**config.mk**
```make
export PLATFORM = sky130hd
export DESIGN_NAME = bp_mem_cmd_arbiter
export DESIGN_NICKNAME = d
export VERILOG_FILES = /design/src/rtl/bp_me_pkg.sv /design/src/rtl/bp_mem_order_fifo.sv /design/src/rtl/bp_mem_cmd_arbiter.sv
export SDC_FILE = /design/constraint.sdc
export NUM_CORES = 1
export LEC_CHECK = 0
export CAP_MARGIN = 30
export CORE_AREA = 2 2 131 133
export DETAILED_ROUTE_END_ITERATION = 10
export DIE_AREA = 0 0 133 135
export PLACE_DENSITY = 0.53
export SLEW_MARGIN = 10
export SYNTH_ARGS = -nofsm -noshare
export SYNTH_HDL_FRONTEND = slang
export SYNTH_SLANG_ARGS = --single-unit
export TNS_END_PERCENT = 100
```
**constraint.sdc**
```tcl
create_clock -name clk_i -period 3.4 [get_ports clk_i]
set_clock_uncertainty 0.1 [all_clocks]
set_input_delay 1.02 -clock clk_i [delete_from_list [all_inputs] [get_ports clk_i]]
set_output_delay 1.02 -clock clk_i [all_outputs]
set_load 0.05 [all_outputs]
```
**src/rtl/bp_me_pkg.sv**
```systemverilog
// Shared types and constants for the memory command arbiter slice.
package bp_me_pkg;

  // One memory message as carried on the command and response channels
  typedef struct packed {
    logic [3:0]  msg_type;
    logic [2:0]  size;
    logic [39:0] addr;
    logic [16:0] payload;
  } bp_cce_mem_msg_s;

  localparam int unsigned cce_mem_msg_width_lp = $bits(bp_cce_mem_msg_s);

  // Width of one per-requester grant counter
  localparam int unsigned bp_grant_cnt_width_lp = 32;

  // Arbiter grant state: free to re-arbitrate, or holding a stalled grant
  typedef enum logic {
    eIDLE   = 1'b0,
    eLOCKED = 1'b1
  } bp_mem_arb_state_e;

  // Requester-id width; a single requester still needs one bit
  function automatic int unsigned bp_req_id_width(input int unsigned num_req);
    return (num_req > 1) ? $clog2(num_req) : 1;
  endfunction

endpackage

```
**src/rtl/bp_mem_order_fifo.sv**
```systemverilog
// Order FIFO holding the requester id of every command awaiting its response.
// Wrap-around pointers plus an explicit full bit; depth must be a power of 2.
module bp_mem_order_fifo #(
  parameter int unsigned els_p   = 4,
  parameter int unsigned width_p = 1
) (
  input  logic               clk_i,
  input  logic               reset_i,
  input  logic [width_p-1:0] data_i,
  input  logic               push_i,
  input  logic               pop_i,
  output logic [width_p-1:0] data_o,
  output logic               empty_o,
  output logic               full_o
);

  localparam int unsigned ptr_width_lp = $clog2(els_p);

  logic [ptr_width_lp-1:0] r_wptr;
  logic [ptr_width_lp-1:0] r_rptr;
  logic                    r_full;
  logic [width_p-1:0]      r_mem [els_p];

  logic [ptr_width_lp-1:0] w_wptr_inc;
  logic [ptr_width_lp-1:0] w_rptr_inc;

  assign w_wptr_inc = r_wptr + ptr_width_lp'(1);
  assign w_rptr_inc = r_rptr + ptr_width_lp'(1);

  // Pointer and full-flag update; simultaneous push/pop keeps occupancy
  always_ff @(posedge clk_i or posedge reset_i) begin
    if (reset_i) begin
      r_wptr <= '0;
      r_rptr <= '0;
      r_full <= 1'b0;
    end else begin
      if (push_i) r_wptr <= w_wptr_inc;
      if (pop_i)  r_rptr <= w_rptr_inc;
      if (push_i && !pop_i) begin
        r_full <= (w_wptr_inc == r_rptr);
      end else if (pop_i && !push_i) begin
        r_full <= 1'b0;
      end
    end
  end

  // Storage write; contents need no reset since the pointers qualify them
  always_ff @(posedge clk_i) begin
    if (push_i) r_mem[r_wptr] <= data_i;
  end

  assign data_o  = r_mem[r_rptr];
  assign empty_o = (r_wptr == r_rptr) && !r_full;
  assign full_o  = r_full;

endmodule

```
**src/rtl/bp_mem_cmd_arbiter.sv**
```systemverilog
// Round-robin arbiter sharing one memory command port among num_req_p
// requesters, with in-order response routing back to the issuing requester.
// Optional per-requester grant counters when BP_MEM_ARB_PERF_EN is defined.
module bp_mem_cmd_arbiter
  import bp_me_pkg::*;
#(
  parameter int unsigned num_req_p      = 2,
  parameter int unsigned inflight_els_p = 4,
  parameter int unsigned msg_width_p    = cce_mem_msg_width_lp
) (
  input  logic                             clk_i,
  input  logic                             reset_i,
  input  logic [num_req_p*msg_width_p-1:0] cmd_i,
  input  logic [num_req_p-1:0]             cmd_v_i,
  output logic [num_req_p-1:0]             cmd_ready_o,
  output logic [msg_width_p-1:0]           mem_cmd_o,
  output logic                             mem_cmd_v_o,
  input  logic                             mem_cmd_ready_i,
  input  logic [msg_width_p-1:0]           mem_resp_i,
  input  logic                             mem_resp_v_i,
  output logic                             mem_resp_ready_o,
  output logic [msg_width_p-1:0]           resp_o,
  output logic [num_req_p-1:0]             resp_v_o,
  input  logic [num_req_p-1:0]             resp_ready_i
`ifdef BP_MEM_ARB_PERF_EN
  ,
  output logic [num_req_p*bp_grant_cnt_width_lp-1:0] grant_cnt_o
`endif
);

  localparam int unsigned id_width_lp = bp_req_id_width(num_req_p);

  bp_mem_arb_state_e      r_state;
  bp_mem_arb_state_e      w_state_n;
  logic [id_width_lp-1:0] r_prio_ptr;
  logic [id_width_lp-1:0] r_lock_id;

  logic [id_width_lp-1:0] w_scan_id;
  logic [id_width_lp-1:0] w_rr_id;
  logic                   w_rr_v;
  logic [id_width_lp-1:0] w_sel_id;
  logic                   w_sel_v;
  logic                   w_cmd_xfer;
  logic                   w_resp_xfer;
  logic                   w_can_push;
  logic                   w_fifo_full;
  logic                   w_fifo_empty;
  logic [id_width_lp-1:0] w_head_id;
  logic [msg_width_p-1:0] w_cmd [num_req_p];

  // Unpack the flat command bus, requester 0 in the LSBs
  for (genvar gi = 0; gi < num_req_p; gi++) begin : g_unpack
    assign w_cmd[gi] = cmd_i[gi*msg_width_p +: msg_width_p];
  end

  // Round-robin scan starting at the current highest-priority requester
  always_comb begin
    w_rr_id   = r_prio_ptr;
    w_rr_v    = 1'b0;
    w_scan_id = '0;
    for (int unsigned k = 0; k < num_req_p; k++) begin
      w_scan_id = id_width_lp'((32'(r_prio_ptr) + k) % num_req_p);
      if (!w_rr_v && cmd_v_i[w_scan_id]) begin
        w_rr_v  = 1'b1;
        w_rr_id = w_scan_id;
      end
    end
  end

  // Response side: the FIFO head owns the response channel
  assign mem_resp_ready_o = !w_fifo_empty && resp_ready_i[w_head_id];
  assign w_resp_xfer      = mem_resp_v_i && mem_resp_ready_o;
  assign resp_o           = mem_resp_i;

  // A full FIFO can still take a push if a response pops in the same cycle
  assign w_can_push = !w_fifo_full || w_resp_xfer;

  // One-hot response valid toward the head owner only
  always_comb begin
    resp_v_o = '0;
    for (int unsigned i = 0; i < num_req_p; i++) begin
      resp_v_o[i] = mem_resp_v_i && !w_fifo_empty && (w_head_id == id_width_lp'(i));
    end
  end

  // Grant FSM next-state and command-side outputs
  always_comb begin
    w_state_n   = r_state;
    w_sel_id    = w_rr_id;
    w_sel_v     = w_rr_v;
    mem_cmd_v_o = 1'b0;
    w_cmd_xfer  = 1'b0;

    if (r_state == eLOCKED) begin
      w_sel_id = r_lock_id;
      w_sel_v  = cmd_v_i[r_lock_id];
    end

    mem_cmd_v_o = w_sel_v && w_can_push;
    w_cmd_xfer  = mem_cmd_v_o && mem_cmd_ready_i;

    case (r_state)
      eIDLE:   if (mem_cmd_v_o && !mem_cmd_ready_i) w_state_n = eLOCKED;
      eLOCKED: if (w_cmd_xfer) w_state_n = eIDLE;
      default: w_state_n = eIDLE;
    endcase
  end

  assign mem_cmd_o = w_cmd[w_sel_id];

  // Accept strobe back to the granted requester on transfer
  always_comb begin
    cmd_ready_o = '0;
    for (int unsigned i = 0; i < num_req_p; i++) begin
      cmd_ready_o[i] = w_cmd_xfer && (w_sel_id == id_width_lp'(i));
    end
  end

  // Grant state register
  always_ff @(posedge clk_i or posedge reset_i) begin
    if (reset_i) r_state <= eIDLE;
    else         r_state <= w_state_n;
  end

  // Capture the stalled requester so the grant holds until it transfers
  always_ff @(posedge clk_i or posedge reset_i) begin
    if (reset_i) begin
      r_lock_id <= '0;
    end else if (r_state == eIDLE && w_state_n == eLOCKED) begin
      r_lock_id <= w_sel_id;
    end
  end

  // Priority moves to the requester after the one that just transferred
  always_ff @(posedge clk_i or posedge reset_i) begin
    if (reset_i) begin
      r_prio_ptr <= '0;
    end else if (w_cmd_xfer) begin
      r_prio_ptr <= (w_sel_id == id_width_lp'(num_req_p - 1)) ? '0
                                                              : w_sel_id + id_width_lp'(1);
    end
  end

  bp_mem_order_fifo #(
    .els_p   (inflight_els_p),
    .width_p (id_width_lp)
  ) u_order_fifo (
    .clk_i   (clk_i),
    .reset_i (reset_i),
    .data_i  (w_sel_id),
    .push_i  (w_cmd_xfer),
    .pop_i   (w_resp_xfer),
    .data_o  (w_head_id),
    .empty_o (w_fifo_empty),
    .full_o  (w_fifo_full)
  );

`ifdef BP_MEM_ARB_PERF_EN
  // Saturating per-requester transfer counters
  for (genvar gc = 0; gc < num_req_p; gc++) begin : g_perf
    logic [bp_grant_cnt_width_lp-1:0] r_cnt;

    // Count accepted commands, holding at the maximum value
    always_ff @(posedge clk_i or posedge reset_i) begin
      if (reset_i) begin
        r_cnt <= '0;
      end else if (cmd_ready_o[gc] && (r_cnt != '1)) begin
        r_cnt <= r_cnt + bp_grant_cnt_width_lp'(1);
      end
    end

    assign grant_cnt_o[gc*bp_grant_cnt_width_lp +: bp_grant_cnt_width_lp] = r_cnt;
  end
`else
  // Performance counters are not built in this configuration.
`endif

`ifndef SYNTHESIS
  // A response with nothing outstanding has no owner to route to
  a_no_orphan_resp: assert property (@(posedge clk_i) disable iff (reset_i)
                                     !(mem_resp_v_i && w_fifo_empty))
    else $error("bp_mem_cmd_arbiter: memory response with no command outstanding");
`endif

endmodule

```
==> load_flow_metrics.sql, run 1 <==
INSERT INTO impl_metrics (metric_group, metric, value, unit) VALUES
('run_status', 'run_status', 'finished, violations left', ''),
('run_status', 'violations', 'setup timing', ''),
('timing', 'postLayoutSetupSlackWorst', '-45.1', 'ps'),
('grt', 'first_global_vias', '2601', ''),
('power_and_ir_drop', 'total_power_after_layout', '0.00512', 'W'),
('setup_path', 'arrival', '2330', 'ps'),
('timing', 'fmax', '0.290', 'GHz'),
('timing', 'timing.final.setup_violations', '9', ''),
('setup_path', 'required', '2280', 'ps'),
('yosys', 'ys_ff_latch', '12', ''),
('setup_path', 'worst_setup_path_start_kind', 'input pin', ''),
('yosys', 'yosysSeqAreaShare', '15.4', '%'),
('grt', 'largest_net_degree_at_the_start_of_global_routing', '13', ''),
('finish', 'syn2layout_area_growth', '135', '%'),
('finish', 'fillerInstances', '1658', ''),
('timing', 'finalSetupTns', '-355', 'ps'),
('power_and_ir_drop', 'worst_ir_drop_vdd', '0.471', 'mV'),
('yosys', 'yosys.area.top_type', 'mux2_2', ''),
('setup_path', 'cp_cell_sequence', 'buf_4, a21boi_4, o22ai_4, buf_6, buf_6, buf_16, mux2_4, buf_8', ''),
('timing', 'period_needed', '3450', 'ps'),
('floorplanning', 'floorplan.core_area', '16400', 'sq um'),
('setup_path', 'cp_common_cell', 'buf_6', ''),
('yosys', 'synthesis.area_per_instance', '9.47', 'sq um'),
('finish', 'num_antenna_cells', '0', ''),
('yosys', 'synth.top_cells.by_count', 'buf_4 (64), mux2_2 (64), inv_1 (14), nor2_1 (10)', ''),
('setup_path', 'timing.critical_path.max_delay_family', 'buffers and inverters', ''),
('clocking', 'clock_root_buffer', 'clkbuf_16', ''),
('yosys', 'synth_cells', '219', ''),
('setup_path', 'path_class', 'in -> out', ''),
('yosys', 'synth.area.top_cells', 'mux2_2 (35%), buf_4 (23%), dfrtp_1 (9.7%), edfxtp_1 (5.8%), mux2i_1 (3.9%)', ''),
('drt', 'drt-pass1-iter-count', '4', ''),
('setup_path', 'r2r-start', 'u_order_fifo.r_rptr[1]', ''),
('timing', 'final_max_slew_viol_count', '0', ''),
('setup_path', 'path_buf_inv', '5', ''),
('clocking', 'cts_htree_levels', '1', ''),
('place', 'postPlaceCellArea', '3880', 'sq um'),
('floorplanning', 'ioPinCount', '334', ''),
('clocking', 'tritoncts.num_buffers', '3', ''),
('timing', 'finalHoldViolCount', '0', ''),
('yosys', 'synthesis.area', '2070', 'sq um'),
('yosys', 'synth_edf_count', '4', ''),
('setup_path', 'cell_type_of_the_slowest_stage_on_the_worst_timing_path', 'mux2_4', ''),
('floorplanning', 'rows', '47', ''),
('floorplanning', 'fp.dieW', '133', 'microns'),
('timing', 'worstMarginPinSlew', '468', 'ps'),
('yosys', 'synth-warning-count', '0', ''),
('finish', 'layout.nets', '586', ''),
('yosys', 'synth_fp_nets', '424', ''),
('finish', 'final_area', '4870', 'sq um'),
('setup_path', 'regToRegEndpoint', 'u_order_fifo.full_o', ''),
('yosys', 'dominantRegCellSynth', 'dfrtp_1', ''),
('place', 'post-dp-hpwl', '6.62', 'mm'),
('timing', 'final.period_utilization', '101', '%'),
('setup_path', 'timing.critical_path.to_type', 'primary output', ''),
('setup_path', 'crit_path_max_incr_delay', '300', 'ps'),
('clocking', 'clock_path_buffers', '2', ''),
('grt', 'grt_overflow', '0', ''),
('clocking', 'tritoncts', 'built', ''),
('min_path', 'hp-start', 'u_order_fifo.full_o', ''),
('yosys', 'yosysUniqueCellTypes', '32', ''),
('drt', 'drt-wirelength-per-cell', '16.1', 'microns'),
('min_path', 'min_path_cells', '2', ''),
('yosys', 'yosys.area.top_type_share', '34.7', '%'),
('timing', 'rsz0062_at_grt', 'yes', ''),
('grt', 'global_route_usage_over_all_layers', '9.88', '%'),
('finish', 'layout-drive-gt1-share', '48.4', '%'),
('grt', 'antenna_found_initial', '0', ''),
('power_and_ir_drop', 'power-per-cell-area', '1050', 'nW/um^2'),
('min_path', 'holdCritPathClass', 'reg -> reg', ''),
('drt', 'drt_iter0_markers', '24', ''),
('drt', 'route.final.wire_length', '9.63', 'mm');
## area by class of cell
| class | count | area, sq um | share of cell area (%) |
|---|---|---|---|
| timing repair buffer | 231 | 2690 | 55.2 |
| multi-input combinational | 119 | 1440 | 29.6 |
| sequential | 12 | 320 | 6.58 |
| tap | 220 | 275 | 5.65 |
| clock buffer | 4 | 88.8 | 1.82 |
| inverter | 14 | 52.6 | 1.08 |
## layer usage
layer	GRT usage, %	wire [microns]
met2	17.8	5140
met3	4.32	931
met4	1.85	42
met5	0	0
met1	10.9	3520
## registers in the layout, indices dropped and copies added (netlist names)
name / flops
u_order_fifo.r_wptr: 2
r_lock_id: 1
u_order_fifo.r_mem: 4
r_prio_ptr: 1
u_order_fifo.r_rptr: 2
u_order_fifo.full_o: 1
r_state: 1
## worst register-to-register path, delay by kind of cell (launching register included)
| kind | cells | cell delay [ps] |
|---|---|---|
| and+or+nand+nor | 1 | 70 |
| muxes | 2 | 640 |
| buffers and inverters | 2 | 310 |
| adders and majority gates | 1 | 280 |
| AOI/OAI and AO/OA | 2 | 460 |
| DFF | 1 | 520 |
## report_power, final
group / internal [W] / leakage, nW / switching [W] / total, W
clock: 0.000178 / 0.0442 / 0.0000628 / 0.000240
combinational: 0.00223 / 1.93 / 0.00235 / 0.00458
sequential: 0.000220 / 0.132 / 0.0000876 / 0.000307
total: 0.00263 / 2.11 / 0.00250 / 0.00512
## cell usage in the layout (no fill, tap or decap), types with 2 or more instances in the layout
master / instances
clkdlybuf4s50_1: 130
mux2_4: 50
buf_8: 46
buf_4: 21
buf_6: 17
mux2_2: 15
inv_1: 13
nor2_1: 9
buf_12: 8
dfrtp_1: 8
mux2i_1: 6
ha_1: 5
clkbuf_16: 5
buf_16: 4
edfxtp_1: 4
xor2_1: 3
nand3b_1: 2
mux2i_4: 2
nand3_2: 2
o31ai_1: 2
o21ai_0: 2
xnor2_1: 2
dlygate4sd2_1: 2
## worst max-delay path by stage
stage / slack [ps] / startpoint / end
after floorplan: -70 / cmd_v_i[0] / cmd_ready_o[1]
after global placement: -420 / cmd_v_i[1] / mem_cmd_o[9]
after detailed placement: -420 / cmd_v_i[0] / mem_cmd_o[32]
after CTS: -60 / cmd_v_i[0] / mem_cmd_o[12]
after global routing: -80 / cmd_v_i[1] / mem_cmd_o[52]
final: -50 / cmd_v_i[1] / mem_cmd_o[12]
## cells by family after synthesis
logic type	Yosys count	share of synthesized area [%]
buffers and inverters	88	28.7
muxes	75	40.9
and+or+nand+nor	21	4.95
AOI/OAI and AO/OA	13	4.89
DFF	12	15.4
xor gates and xnor gates	5	2.11
adders and majority gates	5	3.02
## through the flow
stage               instances  setup slack [ps]
floorplan                 219             -71.9
global placement          582              -417
detailed placement        582              -425
CTS                       599             -64.5
global route              600             -84.0
finish                    600             -45.1
## repair_timing
action                                  CTS  global route
endpoints found under the setup margin   67            67
setup buffers                             8             1
pin swaps                                 3             0
gates resized for setup                 147            42
gates cloned                              6             2
(Power assumes the default switching activity.)
==> run 2: changes to the inputs <==
--- a/config.mk
+++ b/config.mk
@@ -6,10 +6,10 @@
 export NUM_CORES = 1
 export LEC_CHECK = 0
 export CAP_MARGIN = 30
-export CORE_AREA = 2 2 131 133
+export CORE_AREA = 2 2 129 131
 export DETAILED_ROUTE_END_ITERATION = 10
-export DIE_AREA = 0 0 133 135
-export PLACE_DENSITY = 0.53
+export DIE_AREA = 0 0 131 133
+export PLACE_DENSITY = 0.56
 export SLEW_MARGIN = 10
 export SYNTH_ARGS = -nofsm -noshare
 export SYNTH_HDL_FRONTEND = slang
==> constraint.sdc (replaced) <==
create_clock -name clk_i -period 2.82 [get_ports clk_i]
set_clock_uncertainty 0.1 [all_clocks]
set_input_delay 0.846 -clock clk_i [delete_from_list [all_inputs] [get_ports clk_i]]
set_output_delay 0.846 -clock clk_i [all_outputs]
set_load 0.05 [all_outputs]
==> run 2 against run 1 <==
The run still ends with setup timing left. Power rose by 30%. Register-to-register slack got worse by 440 ps. First-iteration DRC count rose by 21%. Global-route usage rose by 1.2 points. Largest power group unchanged.
==> load_flow_metrics.sql, run 2 (synthesis results as in run 1) <==
INSERT INTO impl_metrics (metric_group, metric, value, unit) VALUES
('setup_path', 'regToRegEndpoint', 'u_order_fifo.full_o', ''),
('timing', 'rsz0062_at_grt', 'yes', ''),
('clocking', 'cts.clk_slew.worst_paths', '40', 'ps'),
('setup_path', 'worst-r2r-setup-slack', '480', 'ps'),
('power_and_ir_drop', 'power-per-cell-area', '1290', 'nW/um^2'),
('setup_path', 'cp_cell_sequence', 'buf_12, a21boi_4, o22ai_4, buf_12, buf_12, buf_12, buf_16, mux2_4, buf_8', ''),
('finish', 'mostFrequentLayoutCell', 'clkdlybuf4s50_1', ''),
('grt', 'groute.layer.met2.usage', '19.6', '%'),
('finish', 'num_antenna_cells', '0', ''),
('floorplanning', 'fp.dieW', '131', 'microns'),
('grt', 'grt_overflow', '0', ''),
('grt', 'antenna_found_initial', '0', ''),
('grt', 'grt_util_met3', '4.77', '%'),
('finish', 'syn2layout_area_growth', '148', '%'),
('power_and_ir_drop', 'power.static_leakage', '2.26', 'nW'),
('timing', 'worst_hold_slack', '431', 'ps'),
('power_and_ir_drop', 'worst_ir_drop_vdd', '0.687', 'mV'),
('setup_path', 'cp-startpoint', 'cmd_v_i[1]', ''),
('clocking', 'clock_path_buffers', '2', ''),
('place', 'postPlaceCellArea', '4040', 'sq um'),
('setup_path', 'crit_path_max_incr_delay', '310', 'ps'),
('finish', 'finish.cell_count_without_fillers', '610', ''),
('timing', 'worstMarginPinSlew', '434', 'ps'),
('grt', 'grt_first_pass_wirelength', '14.8', 'mm'),
('setup_path', 'worst-path-max-fanout', '5', ''),
('finish', 'layout.nets', '596', ''),
('setup_path', 'timing.critical_path.to_type', 'primary output', ''),
('drt', 'detail-route-antenna-nets', '0', ''),
('place', 'gpl.final_weighted_congestion', '0.778', ''),
('drt', 'drt-wirelength-per-cell', '16.3', 'microns'),
('timing', 'final_max_slew_viol_count', '0', ''),
('drt', 'drc_errors', '0', ''),
('floorplanning', 'ioPinCount', '334', ''),
('min_path', 'hp-start', 'u_order_fifo.full_o', ''),
('min_path', 'holdCritPathClass', 'reg -> reg', ''),
('min_path', 'timing.hold.worst_endpoint', 'u_order_fifo.full_o', ''),
('clocking', 'tritoncts_num_sinks', '12', ''),
('floorplanning', 'floorplan.core_area', '16200', 'sq um'),
('floorplanning', 'effective_utilization_at_floorplan', '12.8', '%'),
('flow_run', 'max_cap_viols', '0', ''),
('setup_path', 'path_buf_inv', '6', ''),
('floorplanning', 'rows', '47', ''),
('clocking', 'cts_htree_levels', '1', ''),
('setup_path', 'cp_common_cell', 'buf_12', ''),
('setup_path', 'cell_type_of_the_slowest_stage_on_the_worst_timing_path', 'mux2_4', ''),
('drt', 'drt_iter0_markers', '29', ''),
('setup_path', 'path_class', 'in -> out', ''),
('finish', 'final_area', '5150', 'sq um'),
('timing', 'timing.final.setup_violations', '66', ''),
('floorplanning', 'die_area', '17400', 'sq um'),
('run_status', 'run_status', 'finished, violations left', ''),
('setup_path', 'r2r-start', 'u_order_fifo.r_rptr[0]', ''),
('grt', 'grt-busiest-layer', 'met2', ''),
('min_path', 'min_path_cells', '2', ''),
('timing', 'postLayoutSetupSlackWorst', '-328', 'ps'),
('clocking', 'insertion_delay', '240', 'ps'),
('finish', 'register_bank_with_the_most_flops', 'u_order_fifo.r_mem', ''),
('finish', 'reg_top3', 'u_order_fifo.r_mem x4, u_order_fifo.r_rptr x2, u_order_fifo.r_wptr x2', ''),
('drt', 'route.final.wire_length', '9.95', 'mm'),
('clocking', 'tritoncts.num_buffers', '3', ''),
('clocking', 'clock_root_buffer', 'clkbuf_16', ''),
('finish', 'layout-drive-gt1-share', '51.3', '%'),
('place', 'portBuffers', '205', ''),
('place', 'placedCellCount', '585', ''),
('setup_path', 'worst_setup_path_start_kind', 'input pin', ''),
('drt', 'drt-pass1-iter-count', '2', ''),
('clocking', 'cts_hold_repair.buffers', '0', ''),
('drt', 'avgViaCountPerCell', '3.63', ''),
('place', 'post-dp-hpwl', '7.36', 'mm'),
('place', 'pre_cts_ws', '-785', 'ps'),
('finish', 'final_core_util', '31.8', '%'),
('drt', 'dr_total_vias', '2215', ''),
('grt', 'largest_net_degree_at_the_start_of_global_routing', '11', ''),
('timing', 'period_needed', '3150', 'ps'),
('grt', 'global_route_usage_over_all_layers', '11.1', '%'),
('floorplanning', 'floorplan.die.height', '133', 'microns'),
('timing', 'fmax', '0.318', 'GHz'),
('setup_path', 'reg2regPathDepth', '7', ''),
('timing', 'final.period_utilization', '112', '%'),
('run_status', 'violations', 'setup timing', ''),
('timing', 'finalHoldViolCount', '0', ''),
('setup_path', 'arrival', '2200', 'ps'),
('finish', 'most-common-layout-cells', 'clkdlybuf4s50_1 (130), mux2_4 (62), buf_8 (46), buf_4 (19), buf_6 (18)', ''),
('setup_path', 'timing.critical_path.max_delay_family', 'buffers and inverters', ''),
('setup_path', 'required', '1870', 'ps'),
('grt', 'first_global_vias', '2595', ''),
('clocking', 'tritoncts', 'built', ''),
('finish', 'largest_register_ff_count', '4', ''),
('grt', 'met1_track_demand_over_resource', '12.7', '%'),
('timing', 'timing.max_slew.rel_slack', '70.8', '%');
[run 2: cell count changes in the layout (fill, tap and decap cells not counted), sizes merged]
cell / delta
dlygate4sd2: -2
clkbuf: -2
clkdlybuf4s15: -1
buf: +15
[run 2: how the worst max path moves through the flow]
stage	slack, ps	cells past startpoint	to
2_1_floorplan	20	5	mem_cmd_o[38]
3_3_place_gp	-780	6	mem_cmd_o[16]
3_5_place_dp	-780	6	mem_cmd_o[9]
4_1_cts	-370	9	mem_cmd_o[5]
5_1_grt	-360	9	mem_cmd_o[55]
6_report	-330	9	mem_cmd_o[56]
[run 2: worst register-to-register path, delay by kind of cell, from the launching register on]
| family | cells | cell delay, ps |
|---|---|---|
| AND/OR/NAND/NOR | 2 | 350 |
| adder cells (fa/ha/maj) | 1 | 300 |
| buffers and inverters | 1 | 140 |
| flip-flops | 1 | 470 |
| AO/OA/AOI/OAI | 1 | 70 |
| multiplexers | 2 | 790 |
[run 2: through the flow]
stage,TNS [ps],power (W)
2_1_floorplan,0,0.00348
3_3_place_gp,-47840,0.00454
3_5_place_dp,-48690,0.00458
4_1_cts,-19850,0.00676
5_1_grt,-19300,0.00694
6_report,-16320,0.00666
[run 2: per-layer routing]
layer / wire length (microns) / part of all wire (%)
met1: 3590 / 36
met2: 5210 / 52
met3: 1080 / 11
met4: 69 / 0.69
met5: 0 / 0
[run 2: power by group]
group,internal (W),switching (W),leakage [nW]
sequential,0.000267,0.0000977,0.131
combinational,0.00310,0.00294,2.09
clock,0.000190,0.0000705,0.0382
total,0.00355,0.00310,2.26
[run 2: repair_timing]
action	CTS	global route
gates resized for setup	199	13
cloned	9	0
buffers inserted	12	3
setup endpoints to repair	70	68
pin swaps	7	3
[run 2: area by class of cell]
type	instances	area, sq um
Tap cell	220	275
Clock buffer	4	78.8
Inverter	14	52.6
Multi-Input combinational cell	119	1500
Timing Repair Buffer	241	2920
Sequential cell	12	322
Fill cell	1596	11000
